**config.mk**
```make
export PLATFORM = sky130hd
export DESIGN_NAME = alu_sequencer
export DESIGN_NICKNAME = d
export VERILOG_FILES = /design/src/rtl/alu_seq_pkg.sv /design/src/rtl/alu_sequencer.sv
export SDC_FILE = /design/constraint.sdc
export NUM_CORES = 1
export LEC_CHECK = 0
export ABC_AREA = 0
export BUFFER_PORTS_ARGS = -buffer_cell sky130_fd_sc_hd__buf_4
export CORE_ASPECT_RATIO = 1.1
export CORE_MARGIN = 1.5
export CORE_UTILIZATION = 30
export CTS_CLUSTER_DIAMETER = 100
export DETAILED_ROUTE_END_ITERATION = 16
export GPL_ROUTABILITY_DRIVEN = 0
export GPL_TIMING_DRIVEN = 0
export PLACE_DENSITY = 0.57
export SLEW_MARGIN = 20
export SYNTH_ARGS = -nofsm -noshare
export SYNTH_HDL_FRONTEND = slang
export SYNTH_SLANG_ARGS = --single-unit
```
**constraint.sdc**
```tcl
create_clock -name clk -period 1.9 [get_ports clk]
set_input_delay 0.285 -clock clk [delete_from_list [all_inputs] [get_ports clk]]
set_output_delay 0.285 -clock clk [all_outputs]
set_load 0.02 [all_outputs]
```
**src/rtl/alu_seq_pkg.sv**
```systemverilog
// alu_seq_pkg: state encoding, widths, op indices and opcode decode for alu_sequencer
package alu_seq_pkg;
  localparam int OP_W = 3;
  localparam int OPCODE_W = 16;
  typedef enum logic [2:0] {IDLE, LOAD, SETTLE, CAPTURE, RESP} state_t;
  localparam logic [OP_W-1:0] OP_SHR2_FILL = 3'd0;
  localparam logic [OP_W-1:0] OP_SUB_INC3 = 3'd1;
  localparam logic [OP_W-1:0] OP_MAX = 3'd2;
  localparam logic [OP_W-1:0] OP_NIBSWAP = 3'd3;
  localparam logic [OP_W-1:0] OP_INC = 3'd4;
  localparam logic [OP_W-1:0] OP_AND = 3'd5;
  localparam logic [OP_W-1:0] OP_INV_HI = 3'd6;
  localparam logic [OP_W-1:0] OP_ROL3 = 3'd7;
  function automatic logic [OPCODE_W-1:0] op_to_onehot(input logic [OP_W-1:0] op);
    return {{(OPCODE_W-1){1'b0}}, 1'b1} << op;
  endfunction
endpackage

```
**src/rtl/alu_sequencer.sv**
```systemverilog
// alu_sequencer: handshake-driven ALU opcode/operand sequencer; ALU_SEQ_STATS_EN adds op_count/stall_count
module alu_sequencer
  import alu_seq_pkg::*;
#(
  parameter int SETTLE_CYCLES = 2
) (
  input  logic                clk,
  input  logic                reset,
  input  logic                cmd_valid,
  output logic                cmd_ready,
  input  logic [OP_W-1:0]     cmd_op,
  input  logic [7:0]          cmd_a,
  input  logic [7:0]          cmd_b,
  output logic [7:0]          alu_a,
  output logic [7:0]          alu_b,
  output logic [OPCODE_W-1:0] alu_opcode,
  input  logic [3:0]          alu_r1,
  input  logic [3:0]          alu_r2,
  input  logic                alu_neg,
  output logic                rsp_valid,
  input  logic                rsp_ready,
  output logic [7:0]          rsp_result,
  output logic                rsp_neg,
  output logic [OP_W-1:0]     rsp_op,
`ifdef ALU_SEQ_STATS_EN
  output logic [15:0]         op_count,
  output logic [15:0]         stall_count,
`endif
  output logic                busy
);
  if (SETTLE_CYCLES < 1 || SETTLE_CYCLES > 15) begin : g_bad_settle
    $error("SETTLE_CYCLES must be 1..15");
  end
  state_t state, state_n;
  logic [3:0] cnt;
  logic [OP_W-1:0] op;
  assign cmd_ready = state == IDLE;
  assign busy = state != IDLE;
  always_comb begin
    state_n = state;
    case (state)
      IDLE:    state_n = cmd_valid ? LOAD : IDLE;
      LOAD:    state_n = SETTLE;
      SETTLE:  state_n = cnt == 4'd0 ? CAPTURE : SETTLE;
      CAPTURE: state_n = RESP;
      RESP:    state_n = rsp_ready ? IDLE : RESP;
      default: state_n = IDLE;
    endcase
  end
  always_ff @(posedge clk) begin
    if (reset) begin
      state <= IDLE;
      cnt <= '0;
      op <= '0;
      alu_a <= '0;
      alu_b <= '0;
      alu_opcode <= '0;
      rsp_valid <= 1'b0;
      rsp_result <= '0;
      rsp_neg <= 1'b0;
      rsp_op <= '0;
    end else begin
      state <= state_n;
      if (state == IDLE && cmd_valid) begin
        alu_a <= cmd_a;
        alu_b <= cmd_b;
        op <= cmd_op;
      end
      if (state == LOAD) begin
        alu_opcode <= op_to_onehot(op);
        cnt <= 4'(SETTLE_CYCLES - 1);
      end
      if (state == SETTLE && cnt != 4'd0) cnt <= cnt - 4'd1;
      if (state == CAPTURE) begin
        rsp_result <= {alu_r2, alu_r1};
        rsp_neg <= alu_neg;
        rsp_op <= op;
        alu_opcode <= '0;
        rsp_valid <= 1'b1;
      end
      if (state == RESP && rsp_ready) rsp_valid <= 1'b0;
    end
  end
`ifdef ALU_SEQ_STATS_EN
  always_ff @(posedge clk) begin
    if (reset) begin
      op_count <= '0;
      stall_count <= '0;
    end else begin
      if (state == RESP && rsp_ready) op_count <= op_count + 16'd1;
      if (state == RESP && !rsp_ready && stall_count != 16'hFFFF) stall_count <= stall_count + 16'd1;
    end
  end
`endif
endmodule

```
==> metrics.cfg <==
[finish]
num_antenna_cells=0
fill_cells=665
finalNetCount=354
finalNonFillerCells=402
syn_to_final_growth_pct=38.9
drive_gt1_frac=0.301
mostFrequentLayoutCells=buf_4, nand2_1, dfxtp_1
final_cell_area_mm2=0.00266
final_common_cell=buf_4

[critical_path]
crit_path_end=alu_b[4]
cp.arrival_ps=1980
end_kind=flip-flop
startpoint=state[1]
r2r_slack_ps=90
r2r_end=alu_b[4]
critical_path.max_stage_delay_ps=630
r2r-start=state[1]
cp_slowest_cell=or4b_2
critPathRequiredTime_ps=2070
path_cells=buf_2, or4b_2, buf_2, buf_2, nand2_1, a21oi_1
ff2ff_path_depth=6
path_max_fanout=10
cp-start-kind=flip-flop
crit_top_cell=buf_2
critPathKind=reg -> reg

[power_and_ir_drop]
leakagePower_uw=0.00113
power.share.clock=0.265
pwr-share-seq=0.498
p_sw_frac=0.297
p_sw_uw=642
power_density_mw_per_mm2=812
ir_drop_mv=0.282
combPwrFrac=0.237
p_int_uw=1520

[sta]
tightest_slew_ps=506
relSlewSlack=0.663
setup_viol=0
fin_hold_ws_ps=226
fin_worst_skew_ps=6.19
post-route-period-util=0.951
hold_viol_final=0
tns_ps=0
setup_ws_ps=93.0
slew_viol_final=0
rsz0062_at_grt=no
min_period_ps=1810
fmax_mhz=553

[yosys]
netlist_area_mm2=0.00192
yosys.cell_types.count=38
synth_warnings=0
synth-simple-area-share=0.259
synth_top_family_by_area=simple AND/OR/NAND/NOR gates
synth-xor-area-share=0.00457
synth_compound_area_frac=0.150
synth_mux_area_frac=0.00522
syn_avg_cell_area_um2=8.13
ys_ff_latch=47
synthAdderAreaFrac=0.00652
ys_seq_area_frac=0.491
synthCells=236

[floorplan]
die_area_mm2=0.00688
die_height_um=86.9
core_mm2=0.00619
die_x_um=79.2
ios=79
num_rows=30
initial_core_util=0.310

[clock_network]
cts_buffers=5
clk_latency_ps=300
cts_sinks=47
cts_buffer_depth=2
htree_levels=2
cts_tree=yes
postCtsHoldBufs=0
clk_pin_slew_ps=80
cts-root-buf=clkbuf_8

[global_route]
grt_max_degree=14
grt_pass1_wl_mm=7.40
grt_overflow_total=0
grt_pass1_vias=1605
antenna_found_initial=0
grt_usage=0.138

[detailed_routing]
drcViolationCount=0
routed_via_density=4.54
wl_per_cell_um=11.6
drt_first_pass_iters=4
antenna_left=0
num_vias=1824
drtIter0Drc=45
routed_wl_mm=4.66

[run]
maxCapViolCount=0

[place]
dp_cells=393
postPlaceCellArea_mm2=0.00257
dp_hpwl_mm=3.44
numPortBuffers=70
preCtsSetupSlack_ps=1.70

[hold_path]
min_from=cmd_a[3]
min_path_cells=3
hold_class=in -> reg

[outcome]
status=completed

==> area by class of cell <==
cell class	instances	area [um^2]	share of cell area
Buffer	26	136	0.0512
Clock buffer	7	76.3	0.0287
Clock inverter	1	5.00	0.00188
Inverter	5	18.8	0.00705
Multi-Input combinational cell	164	846	0.318
Sequential cell	47	941	0.353
Tap cell	80	100	0.0376
Timing Repair Buffer	72	541	0.203
==> cells in the mapped netlist <==
library cell,instances,area (um^2)
nand2b_1,1,6.26
a311o_1,1,10.0
nand4_1,2,12.5
ha_1,1,12.5
dfxtp_1,47,941
or3b_1,1,8.76
mux2i_1,1,10.0
inv_1,5,18.8
o21ai_0,2,10.0
nor3b_2,1,12.5
a21oi_1,44,220
nand3_1,3,15.0
xnor2_1,1,8.76
and4_1,1,8.76
nor4_1,1,6.26
o31ai_1,1,7.51
or3b_2,1,8.76
nand4b_1,4,35.0
clkbuf_1,12,45.0
or4b_2,1,10.0
o31a_1,1,8.76
buf_1,1,3.75
nor3_1,2,10.0
nand2_1,70,263
nor2_1,3,11.3
nor4b_4,1,23.8
nor2b_1,1,6.26
a31oi_1,1,6.26
or4b_1,2,20.0
conb_1,1,3.75
o2111ai_1,1,8.76
and3b_1,2,17.5
a211oi_1,1,7.51
or3_1,1,6.26
buf_4,8,60.1
buf_2,6,30.0
a311oi_1,1,8.76
nand3b_1,2,15.0
==> stage by stage <==
stage	util	total power, uW
final	0.430	2160
after global routing	0.430	2300
after CTS	0.428	2190
after detailed placement	0.415	1610
after global placement	0.415	1610
after floorplan	-	1420
==> critical path: cells and delay by family (launching register included) <==
kind,cells,cell delay [ps]
compound gates,1,60
buf+inv,3,600
flops,1,310
simple gates,2,710
==> logic make-up (layout without fill, tap and decap cells) <==
kind of cell | Yosys count | count (layout)
compound gates | 53 | 53
xor+xnor | 1 | 1
fa+ha+maj | 1 | 1
buf+inv | 32 | 111
flops | 47 | 47
mux | 1 | 1
other cells | 1 | 8
simple gates | 100 | 100
==> power by group through the flow <==
stage | Sequential (uW) | Combinational [uW] | Clock [uW]
global route | 1090 | 566 | 644
detailed placement | 1100 | 512 | 0
floorplan | 1150 | 269 | 0
global placement | 1100 | 508 | 0
finish | 1080 | 513 | 574
CTS | 1080 | 513 | 599
==> state kept, by name (all words and copies together) (netlist names) <==
signal	flops
cnt	4
op	3
rsp_result	8
rsp_op	3
rsp_valid	1
alu_a	8
rsp_neg	1
alu_opcode	8
state	3
alu_b	8
==> repair_timing <==
action,CTS,global route
buffers inserted,0,2
gates resized for setup,0,2
setup endpoints to repair,1,12
cloned,0,0
pin swaps,1,1
==> per-layer routing <==
metal  track usage  vias to the layer above  wire (um)
li1              -                      944          -
met1         0.169                      815       2090
met2         0.225                       61       2150
met3        0.0492                        4        353
met4        0.0478                        0         62
met5             0                        -          0
==> how the worst min path moves through the flow <==
stage                          endpoint
after floorplan                alu_a[0]
after global placement    alu_opcode[2]
after detailed placement       alu_b[1]
after CTS                      alu_a[3]
after global routing      rsp_result[7]
final                          alu_a[3]
Note: power is estimated with default switching activity, not from simulation.
